<file path="config.mk">
export PLATFORM = sky130hd
export DESIGN_NAME = uart_rx_ctrl
export DESIGN_NICKNAME = d
export VERILOG_FILES = /design/src/rtl/uart_rx_ctrl.sv
export SDC_FILE = /design/constraint.sdc
export NUM_CORES = 1
export LEC_CHECK = 0
export ABC_CLOCK_PERIOD_IN_PS = 2200
export BUFFER_PORTS_ARGS = -buffer_cell sky130_fd_sc_hd__buf_2
export CORE_MARGIN = 2
export CORE_UTILIZATION = 55
export DETAILED_ROUTE_END_ITERATION = 8
export GPL_ROUTABILITY_DRIVEN = 0
export GPL_TIMING_DRIVEN = 0
export PLACE_DENSITY = 0.83
export SETUP_SLACK_MARGIN = 0.4
export SYNTH_ARGS = -nofsm -noshare
export SYNTH_HDL_FRONTEND = slang
export SYNTH_SLANG_ARGS = --single-unit
export TNS_END_PERCENT = 5
</file>
<file path="constraint.sdc">
create_clock -name rx_clk -period 2.2 [get_ports rx_clk]
set_input_delay 0.11 -clock rx_clk [delete_from_list [all_inputs] [get_ports rx_clk]]
set_output_delay 0.11 -clock rx_clk [all_outputs]
set_load 0.03 [all_outputs]
</file>
<file path="src/rtl/uart_rx_ctrl.sv">
// Receive-path controller for a 16x-oversampled UART. It synchronises rx_in,
// votes on three mid-bit samples and returns each frame with its status flags.
module uart_rx_ctrl #(
  parameter int DATA_BITS  = 8,
  parameter bit PARITY_EN  = 1'b0,
  parameter bit PARITY_ODD = 1'b0
) (
  input  logic                 rx_clk,
  input  logic                 rst,
  input  logic                 rx_in,
  input  logic                 rx_tick,
  output logic                 baud_gen_en,
  output logic [DATA_BITS-1:0] rx_data,
  output logic                 rx_valid,
  output logic                 frame_err,
  output logic                 parity_err,
  output logic                 rx_busy
);

  localparam int                 CNT_W     = $clog2(DATA_BITS + 1);
  localparam logic [CNT_W-1:0]   BITS_LAST = CNT_W'(DATA_BITS);

  typedef enum logic [2:0] {
    ST_IDLE, ST_START, ST_DATA, ST_PARITY, ST_STOP, ST_BREAK
  } state_t;

  state_t               state, state_nxt;
  logic                 sync_q, rx_s;
  logic [3:0]           tick_cnt;
  logic [CNT_W-1:0]     bit_cnt;
  logic                 s0, s1;
  logic                 vote, vote_tick, end_tick;
  logic [DATA_BITS-1:0] shift_q;
  logic                 par_q;

  assign vote_tick = rx_tick && (tick_cnt == 4'd8);
  assign end_tick  = rx_tick && (tick_cnt == 4'd15);
  // The third sample is rx_s itself on the tick_cnt=8 tick, so the vote is ready that cycle.
  assign vote = (s0 & s1) | (s0 & rx_s) | (s1 & rx_s);

  // The synchroniser resets to the idle line level so reset never looks like a start bit.
  always_ff @(posedge rx_clk) begin
    if (rst) begin
      sync_q <= 1'b1;
      rx_s   <= 1'b1;
    end else begin
      sync_q <= rx_in;
      rx_s   <= sync_q;
    end
  end

  // NOTE: sequential state uses non-blocking assignments so every flop samples pre-edge values.
  always_ff @(posedge rx_clk) begin
    if (rst) begin
      state       <= ST_IDLE;
      baud_gen_en <= 1'b0;
    end else begin
      state       <= state_nxt;
      baud_gen_en <= (state_nxt != ST_IDLE);
    end
  end

  // NOTE: default assignment first so no path through the case infers a latch.
  always_comb begin
    state_nxt = state;
    unique case (state)
      ST_IDLE:   if (!rx_s) state_nxt = ST_START;
      ST_START: begin
        if (vote_tick && vote) state_nxt = ST_IDLE;
        else if (end_tick)     state_nxt = ST_DATA;
      end
      ST_DATA:   if (end_tick && (bit_cnt == BITS_LAST))
                   state_nxt = PARITY_EN ? ST_PARITY : ST_STOP;
      ST_PARITY: if (end_tick) state_nxt = ST_STOP;
      ST_STOP:   if (vote_tick) state_nxt = vote ? ST_IDLE : ST_BREAK;
      ST_BREAK:  if (rx_s) state_nxt = ST_IDLE;
      default:   state_nxt = ST_IDLE;
    endcase
  end

  always_comb begin
    rx_busy = (state != ST_IDLE);
  end

  always_ff @(posedge rx_clk) begin
    if (rst) begin
      tick_cnt   <= 4'd0;
      bit_cnt    <= '0;
      s0         <= 1'b1;
      s1         <= 1'b1;
      shift_q    <= '0;
      par_q      <= 1'b0;
      rx_data    <= '0;
      rx_valid   <= 1'b0;
      frame_err  <= 1'b0;
      parity_err <= 1'b0;
    end else begin
      rx_valid <= 1'b0;

      // Ticks seen while idle are ignored; the start edge re-phases the count.
      if (state == ST_IDLE) begin
        if (!rx_s) tick_cnt <= 4'd0;
      end else if (rx_tick) begin
        tick_cnt <= tick_cnt + 4'd1;
      end

      if (rx_tick && (tick_cnt == 4'd6)) s0 <= rx_s;
      if (rx_tick && (tick_cnt == 4'd7)) s1 <= rx_s;

      if ((state == ST_START) && end_tick) bit_cnt <= '0;

      if ((state == ST_DATA) && vote_tick) begin
        shift_q <= {vote, shift_q[DATA_BITS-1:1]};
        bit_cnt <= bit_cnt + CNT_W'(1);
      end

      if ((state == ST_PARITY) && vote_tick) par_q <= vote;

      // Deliver at mid stop bit so the line can be re-watched half a bit early.
      if ((state == ST_STOP) && vote_tick) begin
        rx_data    <= shift_q;
        rx_valid   <= 1'b1;
        frame_err  <= ~vote;
        parity_err <= PARITY_EN ? ((^shift_q ^ par_q) != PARITY_ODD) : 1'b0;
      end
    end
  end

endmodule

</file>
# Word-level counts from Yosys, hierarchy flattened
# Cells that the tools add are included.
# op_classes
add_sub_neg	2
eq_ne	11
mux	15
bitwise_logic	6
n_reduce_logical	15
# ops
operator	n
two-way mux 3 bit	8
two-way mux 4 bit	5
case mux 3 bit (6 select lines)	1
== test 4 bit, second input constant	3
logical AND 1 bit	9
adder 4 x 1 -> 4 bit, second input constant	2
== test 4 x 3 -> 1 bit, second input constant	2
== test 3 x 2 -> 1 bit, second input constant	2
== test 3 bit, second input constant	2
nonzero test 3 bit	2
nonzero test 2 bit	2
bitwise AND 1 bit	3
== test 3 x 1 -> 1 bit, second input constant	1
logical NOT 3 bit	1
inequality test 2 bit, second input constant	1
OR 1 bit	2
AND reduction 2 bit	1
two-way mux 1 bit	1
inverter 1 bit	1
# word_totals
regBits	34
input_bits	4
out_inout_bits	13
wordCells	61

# Logic depth before layout (Yosys ltp)
# Gate-level depths: netlist of the first run.
# logic_depth
word_depth	7
mapped_depth	7
ltp_nobuf	7

# Worst setup path after synthesis of the first run
# OpenSTA, ideal clock, no wires.
# synth_timing
path_type	flip-flop to flip-flop
startpoint	register tick_cnt[0]
endpoint	register rx_data[0]
setup_time_ns	0.128
t_arrival_ns	1.399
required_ns	2.072
setup_slack_ns	0.673
path_stages_with_launch	8
path_buffers	1
period_less_slack_ns	1.527
cell_sequence	dfxtp_1 > inv_1 > ha_1 > and4b_1 > nand2_1 > buf_2 > mux2i_1 > nor2_1
# synth_via
elab_chain_cells	3
# synth_lines
item	line_no	text
start: declaration	29	logic [3:0] tick_cnt;
start signal: assignment	104	tick_cnt <= tick_cnt + 4'd1;
== test 4 bit	36	assign vote_tick = rx_tick && (tick_cnt == 4'd8);
logical AND 1 bit	36	
logical AND 1 bit	120	if ((state == ST_STOP) && vote_tick) begin
end signal: assignment	121	rx_data <= shift_q;
end: declaration	13	output logic [DATA_BITS-1:0] rx_data,
# Every way passes these cells.
# A chain may end at the register's enable or synchronous reset.

# Final worst setup path of the first run
# Ends and elaborated chain as after synthesis.

==> results of run 1 <==
[state kept, by name, indices dropped and copies added (netlist names)]
| register | flops |
|---|---|
| rx_data | 8 |
| state | 3 |
| sync_q | 1 |
| shift_q | 8 |
| s1 | 1 |
| rx_valid | 1 |
| tick_cnt | 4 |
| rx_s | 1 |
| s0 | 1 |
| frame_err | 1 |
| baud_gen_en | 1 |
| bit_cnt | 4 |
[routing by layer]
layer	GRT usage	wire length [um]	vias up
met5	0	0	-
met4	0.08163	56	0
met3	0.05530	116	6
met2	0.3987	1744	23
met1	0.2258	1305	639
li1	-	-	644
[cell type report]
cell class | instances | area (um2)
buffer | 11 | 56.30
clock buffer | 5 | 37.54
clock inverter | 3 | 68.82
fill | 250 | 930.9
inverter | 6 | 22.52
multi-input combinational | 124 | 760.7
sequential | 34 | 680.7
tap | 31 | 38.79
timing repair buffer | 16 | 90.09
[worst reg2reg max path, stage by stage (launching register included)]
cell      delay [ns]
dfxtp_1         0.40
inv_1           0.09
ha_1            0.25
and4b_1         0.23
nand2_1         0.09
clkbuf_4        0.23
mux2i_1         0.26
nor2_1          0.06
[where the power goes]
group	switching, W	internal [W]	leakage [nW]
registers	0.00000343	0.000620	0.275
clock network	0.000234	0.000356	0.0554
logic	0.0000343	0.0000164	0.425
[cell usage in the layout (no fill, tap or decap), types with 2 or more instances in the layout]
master	netlist	layout
or3_1	2	2
xor2_1	2	2
nand3_1	3	3
o21ai_0	2	2
bufinv_16	0	2
and3_1	2	2
clkbuf_1	3	3
nand4_1	2	2
a21boi_0	4	4
dlygate4sd3_1	0	2
inv_1	6	6
mux2i_1	8	8
nor3_2	2	2
clkbuf_4	0	6
dfxtp_1	34	34
a32oi_1	2	2
nand2_1	28	28
buf_2	7	20
or2_2	2	2
nor2_1	24	24
ha_1	5	5
nor3_1	3	3
a21oi_1	13	13
a311o_1	2	2
nand2b_1	2	2
[final timing paths]
| path | slack [ns] | endpoint | cells after the start |
|---|---|---|---|
| setup / recovery | 0.48 | rx_data[0]$_SDFFE_PP0P_ | 7 |
| hold / removal | 0.18 | tick_cnt[1]$_SDFFE_PP0P_ | 3 |
| setup reg to reg | 0.48 | rx_data[0]$_SDFFE_PP0P_ | 7 |
| hold reg to reg | 0.42 | rx_s$_SDFF_PP1_ | 1 |
[metrics by stage]
stage / power [W] / util / worst slack [ns] / hold WS, ns / area [um2]
after CTS: 0.001261 / 0.6525 / 0.4251 / 0.1714 / 1753
after floorplan: 0.0006708 / - / 0.6733 / 0.1898 / 1518
after global placement: 0.0006816 / 0.6055 / 0.5355 / 0.2945 / 1627
after global routing: 0.001293 / 0.6535 / 0.3856 / 0.2159 / 1755
final: 0.001263 / 0.6535 / 0.4816 / 0.1758 / 1755
after detailed placement: 0.0006843 / 0.6055 / 0.4347 / 0.3018 / 1627
[repair_timing]
action                                  in CTS  in global routing
gates resized for setup                      0                  1
endpoints found under the hold margin        2                  0
endpoints found under the setup margin       0                  6
hold buffers                                 2                  0
[logic make-up (layout without fill, tap and decap cells)]
group,after synthesis,count (layout),share of synthesized area
compound gates,30,30,0.1360
xor+xnor,2,2,0.01154
fa+ha+maj,6,6,0.04782
buf+inv,17,41,0.05029
flops,34,34,0.4485
mux,8,8,0.05276
other cells,1,1,0.002471
simple gates,77,77,0.2506
==> results.md, run 1 <==
- Status: finished, final reports clean
- RSZ-0062 raised after global routing: true
- Crit path from: tick_cnt[0]$_SDFFE_PP0P_
- Wirelength per Cell: 14.01 um
- Pins Over Slew Limit: 0
- Crit path max-delay family: flip-flops
- Total GRT Usage: 0.2137
- Count of input and output buffers: 14
- Synth Instances: 175
- Placed cells: 220
- Lkg Pwr: 0.7551 nW
- Largest area contributor in the netlist: dfxtp_1
- Post-DRT Antenna Nets: 0
- Hold path start: rx_tick
- Via-per-instance ratio: 5.704
- Max_slew headroom: 0.6468
- Non-Filler Instances: 230
- Final layout net count: 207
- Final setup fails: 0
- Endpoints failing hold: 0
- Worst-path clk slew: 0.12 ns
- Clk buf depth: 2
- Initial antenna violation count: 0
- Top_reg_cell synth: dfxtp_1
- Initial DRC Count: 44
- Core area: 2686 um2
- Worst setup EP type: flop
- Clock root cell: clkbuf_4
- Slowest-stage cell, CP: dfxtp_1
- Num CTS Buffers: 5
- DR DRC count: 0
- CTS tree: built
- Worst-path maximum fanout: 10
- Die X: 56.53 um
- Mapped Area: 1518 um2
- Dominant cells by area after synthesis: dfxtp_1 45%, nand2_1 6.9%, nor2_1 5.9%
- Row count: 19
- Number of synthesized flops with an enable pin: 0
- Area Growth Syn to Fin: 15.66%
- Top cell type's share of synthesized area: 0.4485
- Worst EP required: 2.44 ns
- FFs w/ async S/R, synth: 0
- FMAX: 581.9 MHz
- FF+latch count, synth: 34
- Syn nets: 184
- Total number of vias: 1,312
- Share of cells above drive strength 1: 0.1809
- Crit path launch type: flop
- RR Startpoint: tick_cnt[0]$_SDFFE_PP0P_
- Drt total wl: 3222 um
- WP data arrival: 1.95 ns
- Tmin final: 1.718 ns
- Initial core utilization: 0.5650
- PD cells: 719.6 nW/um2
- Skew final: 0.01181 ns
- MaxCap Viol Count: 0
- Router iterations before antenna repair: 4
- Post-synthesis sequential area ratio: 0.4485
- Number of library cell types mapped by synthesis: 39
- Crit Path Class: reg2reg
- Skew-Pair Late Insertion Delay: 0.35 ns
- Vias in the first global route: 1,304
- Post-CTS setup buffers: 0
- Largest net degree at the start of global routing: 13
- Chip Height: 56.53 um
- Die area: 3196 um2
- YS warnings: 0
- Top cells by count, synth: 34 x dfxtp_1, 28 x nand2_1, 24 x nor2_1
- CTS sink count: 34
- Hpwl dp: 2300 um
- VDD IR max: 804.1 uV
- Largest stage delay on the critical path: 0.40 ns
- Worst slew pin tran: 0.5298 ns
- Synth Area per Inst: 8.673 um2
- Antenna cells: 0
- Worst-path cell chain: inv_1 > ha_1 > and4b_1 > nand2_1 > clkbuf_4 > mux2i_1 > nor2_1
- Io pins: 17
- Setup TNS: 0 ns
- Post-route fraction of the period consumed by the critical path: 0.7811
- Min-Delay Path Class: in2reg
- Grt ovf: 0
- Max H-tree Level: 2
- Buf+Inv Stages, Crit Path: 2
- First-pass GRT wire length: 5278 um
- Most common cell in the synthesized netlist: dfxtp_1
No activity file was read; power rests on OpenSTA's default activity.
==> inputs of run 2 (changes only) <==
--- a/config.mk
+++ b/config.mk
@@ -5,14 +5,15 @@
 export SDC_FILE = /design/constraint.sdc
 export NUM_CORES = 1
 export LEC_CHECK = 0
-export ABC_CLOCK_PERIOD_IN_PS = 2200
+export ABC_AREA = 1
+export ABC_CLOCK_PERIOD_IN_PS = 1500
 export BUFFER_PORTS_ARGS = -buffer_cell sky130_fd_sc_hd__buf_2
 export CORE_MARGIN = 2
-export CORE_UTILIZATION = 55
+export CORE_UTILIZATION = 51
 export DETAILED_ROUTE_END_ITERATION = 8
 export GPL_ROUTABILITY_DRIVEN = 0
 export GPL_TIMING_DRIVEN = 0
-export PLACE_DENSITY = 0.83
+export PLACE_DENSITY = 0.81
 export SETUP_SLACK_MARGIN = 0.4
 export SYNTH_ARGS = -nofsm -noshare
 export SYNTH_HDL_FRONTEND = slang
==> constraint.sdc (replaced) <==
create_clock -name rx_clk -period 1.5 [get_ports rx_clk]
set_input_delay 0.075 -clock rx_clk [delete_from_list [all_inputs] [get_ports rx_clk]]
set_output_delay 0.075 -clock rx_clk [all_outputs]
set_load 0.03 [all_outputs]
==> results.md, run 2 <==
- DR DRC count: 1 (+1)
- YS warnings: 0 (unchanged)
- Vias in the first global route: 1,200 (-8.0%)
- M1 WL: 1366 um (+4.7%)
- Tmin final: 1.366 ns (-0.3526 ns)
- Syn nets: 220 (+20%)
- RSZ-0062 raised after global routing: true
- Placed inst area: 1659 um2 (+2.0%)
- Num CTS Buffers: 5 (unchanged)
- Row count: 19 (unchanged)
- Final layout net count: 247 (+19%)
- Initial DRC Count: 39 (-11%)
- Skew-Pair Late Insertion Delay: 0.34 ns (about the same)
- Slowest-stage cell, CP: dfxtp_2
- Total number of vias: 1,380 (+5.2%)
- Dominant cells by area after synthesis: dfxtp_1 45%, nor2_1 11%, nand2_1 9.1%
- Initial core utilization: 0.5437 (-0.02126)
- FMAX: 732.2 MHz (+26%)
- Drt total wl: 3109 um (-3.5%)
- Routed wl met3: 172 um (+48%)
- Highest routed metal layer: met4
- Router iterations before antenna repair: 6 (+2)
- Post-route cell area: 1793 um2 (+2.1%)
- Pins Over Slew Limit: 0 (unchanged)
- Post-layout util: 0.6392 (-0.01431)
- Grt ovf: 0 (unchanged)
- CTS tree: built
- Status: complete, but fails checks
- Regs by FF count: rx_data (8), shift_q (8)
- Total GRT Usage: 0.2076 (-0.006090)
- Lkg Pwr: 0.8331 nW (+10%)
- Via-per-instance ratio: 5.130 (-10%)
- Synth Instances: 211 (+21%)
- Hold slack: 0.03250 ns (-0.1433 ns)
- Setup TNS: 0 ns (unchanged)
- Flop pwr share: 0.622 (+0.129)
- Clk buf depth: 2 (unchanged)
- Top cell type's share of synthesized area: 0.4463 (-0.002207)
- Min-Delay Path Class: in2reg
- Largest stage delay on the critical path: 0.35 ns (-0.05 ns)
- WP data arrival: 1.59 ns (-0.36 ns)
- Chip Height: 58.69 um (+3.8%)
- Mapped Area: 1525 um2 (+0.49%)
- FF+latch count, synth: 34 (unchanged)
- Total power: 0.001473 W (+17%)
- Worst-path clk slew: 0.10 ns (-0.02 ns)
- Count of input and output buffers: 14 (unchanged)
- Worst-path cell chain: ha_2 > nand2_2 > nor2_4 > buf_4 > a21oi_1 > nand3_1 > nand2_2 > nand3_1
- First-pass GRT wire length: 5250 um (-0.53%)
- Most common cell after layout, fill and taps aside: nor2_1
- Share of cells above drive strength 1: 0.2521 (+0.07120)
- Internal cell power: 0.001108 W (+12%)
- Post-route fraction of the period consumed by the critical path: 0.9105 (+0.1294)
- Largest net degree at the start of global routing: 11 (-2)
- VDD IR max: 553.8 uV (-31%)
- Worst-path maximum fanout: 5 (-5)
- PD cells: 821.6 nW/um2 (+14%)
- Top cells by count, synth: 45 x nor2_1, 37 x nand2_1, 34 x dfxtp_1
- Io pins: 17 (unchanged)
- Die area: 3444 um2 (+7.8%)
- CTS sink count: 34 (unchanged)
- Antenna cells: 0 (unchanged)
- Clock Power Share: 0.320 (-0.147)
- Hpwl dp: 2063 um (-10%)
- Skew final: 0.007006 ns (-0.004807 ns)
- Worst setup EP type: flop
- Initial antenna violation count: 0 (unchanged)
- Top_reg_cell synth: dfxtp_1
- Worst EP required: 1.73 ns (-0.71 ns)
- Wirelength per Cell: 11.56 um (-17%)
- Endpoints failing hold: 0 (unchanged)
- Number of synthesized flops with an enable pin: 0 (unchanged)
- Post-synthesis sequential area ratio: 0.4463 (-0.002207)
- MaxCap Viol Count: 0 (unchanged)
- Area Growth Syn to Fin: 17.56%
- Sw Pwr: 0.0003648 W (+34%)
- Met2 wire length: 1523 um (-13%)
- Most common cell in the synthesized netlist: nor2_1
- Crit path launch type: flop
- Final setup fails: 0 (unchanged)
- Clock root cell: clkbuf_4
- Core area: 2805 um2 (+4.4%)
- Max H-tree Level: 2 (unchanged)
- FFs w/ async S/R, synth: 0 (unchanged)
- Largest area contributor in the netlist: dfxtp_1
- Commonest non-fill, non-tap cells in the layout: 44 x nor2_1, 32 x nand2_1, 30 x dfxtp_1, 18 x inv_1, 18 x buf_2
- Number of library cell types mapped by synthesis: 27 (-31%)
- Failing checks: DRC
- Crit Path Class: reg2reg
- Post-DRT Antenna Nets: 0 (unchanged)
- Synth Area per Inst: 7.228 um2 (-17%)
- Die X: 58.69 um (+3.8%)
- Switching share of total power: 0.2476 (+0.03271)
- Combinational group share of total power: 0.058 (+0.018)
run 2: cell types whose count changed in the layout (fill, tap and decap cells not counted), moves of 8 or more:
cell,change
inv_1,+12
o21ai_0,+13
nand3_1,+9
nor2_1,+20
mux2i_1,-8
run 2: final timing paths:
path                       startpoint                       end  slack (ns)  cells after the start
max reg2reg  tick_cnt[0]$_SDFFE_PP0P_    baud_gen_en$_SDFF_PP0_        0.13                      8
min reg2reg         sync_q$_SDFF_PP1_           rx_s$_SDFF_PP1_        0.42                      1
max          tick_cnt[0]$_SDFFE_PP0P_    baud_gen_en$_SDFF_PP0_        0.13                      8
min                               rst  tick_cnt[1]$_SDFFE_PP0P_        0.03                      2
run 2: kinds of logic (layout without fill, tap and decap cells):
family | after synthesis | in the layout | share of synthesized area
AO/OA/AOI/OAI | 30 | 30 | 0.1050
XOR/XNOR | 1 | 1 | 0.005743
adder cells (fa/ha/maj) | 5 | 5 | 0.04102
buffers and inverters | 30 | 57 | 0.08859
flip-flops | 34 | 34 | 0.4463
other | 1 | 1 | 0.002459
AND/OR/NAND/NOR | 110 | 110 | 0.3109
run 2: worst max-delay path, delay by kind of cell, from the launching register on:
family / cells / cell delay, ns
AO/OA/AOI/OAI: 1 / 0.14
adder cells (fa/ha/maj): 1 / 0.19
buffers and inverters: 1 / 0.13
flip-flops: 1 / 0.35
AND/OR/NAND/NOR: 5 / 0.44
run 2: power by group through the flow:
stage,clock network [W],registers [W],logic (W)
finish,0.000471,0.000916,0.0000854
global route,0.000543,0.000918,0.0000952
CTS,0.000489,0.000915,0.0000836
detailed placement,0,0.000936,0.0000744
global placement,0,0.000935,0.0000727
floorplan,0,0.000938,0.0000519
run 2: cell type report:
type | count | area (um2)
buffer | 7 | 48.80
fill | 257 | 1012
multi-input combinational | 147 | 770.7
clock buffer | 5 | 37.54
tap | 31 | 38.79
clock inverter | 2 | 10.01
sequential | 34 | 685.7
inverter | 23 | 86.33
timing repair buffer | 20 | 115.1
run 2: through the flow:
| step | worst slack (ns) | cells |
|---|---|---|
| after global routing | 0.06197 | 269 |
| final | 0.1342 | 269 |
| after detailed placement | 0.07377 | 256 |
| after global placement | 0.08225 | 256 |
| after CTS | 0.1613 | 269 |
| after floorplan | 0.2119 | 211 |
run 2: metal layers:
| layer | vias up | global-route usage |
|---|---|---|
| li1 | 716 | - |
| met1 | 623 | 0.2476 |
| met2 | 35 | 0.3435 |
| met3 | 6 | 0.06813 |
| met4 | 0 | 0.08766 |
| met5 | - | 0 |
run 2: what timing repair did:
| item | CTS | global route |
|---|---|---|
| setup endpoints to repair | 31 | 33 |
| buffers inserted | 4 | 0 |
| resized for setup | 7 | 9 |
| hold endpoints to repair | 1 | 0 |
| hold buffers | 1 | 0 |
| gates cloned | 1 | 0 |
| pin swaps | 5 | 1 |
==> inputs of run 3 (changes only) <==
--- a/config.mk
+++ b/config.mk
@@ -5,15 +5,14 @@
 export SDC_FILE = /design/constraint.sdc
 export NUM_CORES = 1
 export LEC_CHECK = 0
-export ABC_AREA = 1
-export ABC_CLOCK_PERIOD_IN_PS = 1500
+export ABC_CLOCK_PERIOD_IN_PS = 1600
 export BUFFER_PORTS_ARGS = -buffer_cell sky130_fd_sc_hd__buf_2
 export CORE_MARGIN = 2
-export CORE_UTILIZATION = 51
+export CORE_UTILIZATION = 55
 export DETAILED_ROUTE_END_ITERATION = 8
 export GPL_ROUTABILITY_DRIVEN = 0
 export GPL_TIMING_DRIVEN = 0
-export PLACE_DENSITY = 0.81
+export PLACE_DENSITY = 0.83
 export SETUP_SLACK_MARGIN = 0.4
 export SYNTH_ARGS = -nofsm -noshare
 export SYNTH_HDL_FRONTEND = slang
==> constraint.sdc (replaced) <==
create_clock -name rx_clk -period 1.6 [get_ports rx_clk]
set_input_delay 0.08 -clock rx_clk [delete_from_list [all_inputs] [get_ports rx_clk]]
set_output_delay 0.08 -clock rx_clk [all_outputs]
set_load 0.03 [all_outputs]
==> results.md, run 3 (synthesis gave the netlist of run 1 again) <==
- Status: finished, final reports clean
- Router iterations before antenna repair: 4 (-2)
- WP depth: 7 (-1)
- Worst setup EP type: flop
- Endpoints failing hold: 0 (unchanged)
- Final layout net count: 211 (-15%)
- Clk buf depth: 2 (unchanged)
- Crit path launch type: flop
- Die X: 56.53 um (-3.7%)
- Worst Hold Depth: 3 (+1)
- Clock root cell: clkbuf_4
- WP data arrival: 1.74 ns (+0.15 ns)
- Hpwl dp: 2108 um (+2.2%)
- First-pass GRT wire length: 5154 um (-1.8%)
- Worst EP required: 1.84 ns (+0.11 ns)
- Setup TNS: 0 ns (unchanged)
- RR Startpoint: tick_cnt[1]$_SDFFE_PP0P_
- Hold Path Sink: tick_cnt[1]$_SDFFE_PP0P_
- Wirelength per Cell: 12.74 um (+10%)
- Row count: 19 (unchanged)
- Initial DRC Count: 30 (-23%)
- Initial antenna violation count: 0 (unchanged)
- PD cells: 861.9 nW/um2 (+4.9%)
- Pins Over Slew Limit: 0 (unchanged)
- FMAX: 665.1 MHz (-9.2%)
- Chip Height: 56.53 um (-3.7%)
- Grt ovf: 0 (unchanged)
- Core area: 2686 um2 (-4.2%)
- VDD IR max: 722.4 uV (+30%)
- Reg2reg path depth: 7 (-1)
- MaxCap Viol Count: 0 (unchanged)
- Count of input and output buffers: 14 (unchanged)
- Worst-path maximum fanout: 4 (-1)
- Max_slew headroom: 0.6575
- Max H-tree Level: 2 (unchanged)
- Regs by FF count: rx_data (8), shift_q (8)
- Drt total wl: 2969 um (-4.5%)
- Die area: 3196 um2 (-7.2%)
- Slowest-stage cell, CP: dfxtp_4
- Num CTS Buffers: 5 (unchanged)
- CTS sink count: 34 (unchanged)
- Share of cells above drive strength 1: 0.2525 (+0.0003744)
- Largest stage delay on the critical path: 0.37 ns (+0.02 ns)
- Area Growth Syn to Fin: 20.53%
- Tmin final: 1.504 ns (+0.1378 ns)
- Via-per-instance ratio: 5.515 (+7.5%)
- Buf+Inv Stages, Crit Path: 2 (+1)
- R2R Setup Slk: 0.1 ns (-0.04 ns)
- Largest net degree at the start of global routing: 11 (unchanged)
- Min-Delay Path Class: in2reg
- Skew final: 0.009057 ns (+0.002051 ns)
- Post-DRT Antenna Nets: 0 (unchanged)
- Crit Path Class: reg2reg
- Commonest non-fill, non-tap cells in the layout: 30 x dfxtp_1, 28 x nand2_1, 24 x nor2_1, 18 x buf_2, 13 x a21oi_1
- RSZ-0062 raised after global routing: true
- Worst slew pin tran: 0.5138 ns
- Worst-path cell chain: inv_2 > ha_4 > and4b_1 > buf_4 > a21boi_0 > o31ai_1 > nand2b_1
- Total GRT Usage: 0.2095 (+0.001817)
- Crit path max-delay family: compound AO/OA/AOI/OAI gates
- Hold path start: rx_tick
- Worst reg2reg endpoint: baud_gen_en$_SDFF_PP0_
- Antenna cells: 0 (unchanged)
- Post-route fraction of the period consumed by the critical path: 0.9397 (+0.02919)
- Worst-path clk slew: 0.10 ns (about the same)
- Hold slack: 0.1501 ns (+0.1176 ns)
- CTS tree: built
- DR DRC count: 0 (-1)
- Skew-Pair Late Insertion Delay: 0.34 ns (about the same)
- Final setup fails: 0 (unchanged)
- Total number of vias: 1,285 (-6.9%)
- Crit path from: tick_cnt[1]$_SDFFE_PP0P_
- Lkg Pwr: 0.7820 nW (-6.1%)
- # fillers: 201 (-22%)
- Register area: 688.2 um2 (+0.36%)
- Io pins: 17 (unchanged)
- Initial core utilization: 0.5650 (+0.02126)
- Vias in the first global route: 1,214 (+1.2%)
- Area of the multi-input gates: 805.8 um2 (+4.5%)
- Most common cell after layout, fill and taps aside: dfxtp_1
==> run 3: repair_timing <==
action,in CTS,in global routing
gates resized for setup,5,5
buffers inserted,4,0
endpoints found under the hold margin,2,0
pin swaps,3,2
hold buffers,2,0
setup endpoints to repair,33,33
==> run 3: final cells by class <==
type                       instances  share of cell area
tap                               31             0.02120
clock buffer                       6             0.02804
clock inverter                     1             0.01642
multi-input combinational        124              0.4405
timing repair buffer              20             0.06566
buffer                            11             0.03967
sequential                        34              0.3762
inverter                           6             0.01231
==> run 3: routing by layer <==
metal  vias up  GRT usage  share of wire
met4         0     0.1259          0.024
met2        31     0.3405           0.50
met1       588     0.2464           0.43
met3        10    0.05300          0.049
met5         -          0              0
li1        656          -              -
==> run 3: where the power goes <==
| group | internal [W] | switching (W) | total [W] | leakage, nW |
|---|---|---|---|---|
| registers | 0.000850 | 0.00000464 | 0.000855 | 0.277 |
| logic | 0.0000261 | 0.0000474 | 0.0000736 | 0.461 |
| clock network | 0.000364 | 0.000285 | 0.000648 | 0.0443 |
==> run 3: how the worst max path moves through the flow <==
stage,end,slack [ns]
4_1_cts,baud_gen_en$_SDFF_PP0_,0.09
3_3_place_gp,baud_gen_en$_SDFF_PP0_,0.11
2_1_floorplan,baud_gen_en$_SDFF_PP0_,0.22
6_report,baud_gen_en$_SDFF_PP0_,0.1
5_1_grt,baud_gen_en$_SDFF_PP0_,0.03
3_5_place_dp,baud_gen_en$_SDFF_PP0_,0.07
==> run 3: per-stage QoR <==
stage	setup WS [ns]	cells	power [W]	utilization	area, um2
after floorplan	0.2211	175	0.0009244	-	1554
after global placement	0.1056	220	0.0009392	0.6190	1663
after detailed placement	0.06953	220	0.0009411	0.6190	1663
after global routing	0.02900	233	0.001626	0.6810	1829
final	0.09647	233	0.001577	0.6810	1829
after CTS	0.08758	233	0.001580	0.6749	1813
==> run 3: worst reg2reg max path, stage by stage (launching register included) <==
cell,delay (ns)
dfxtp_4,0.37
inv_2,0.06
ha_4,0.14
and4b_1,0.25
buf_4,0.13
a21boi_0,0.10
o31ai_1,0.28
nand2b_1,0.08
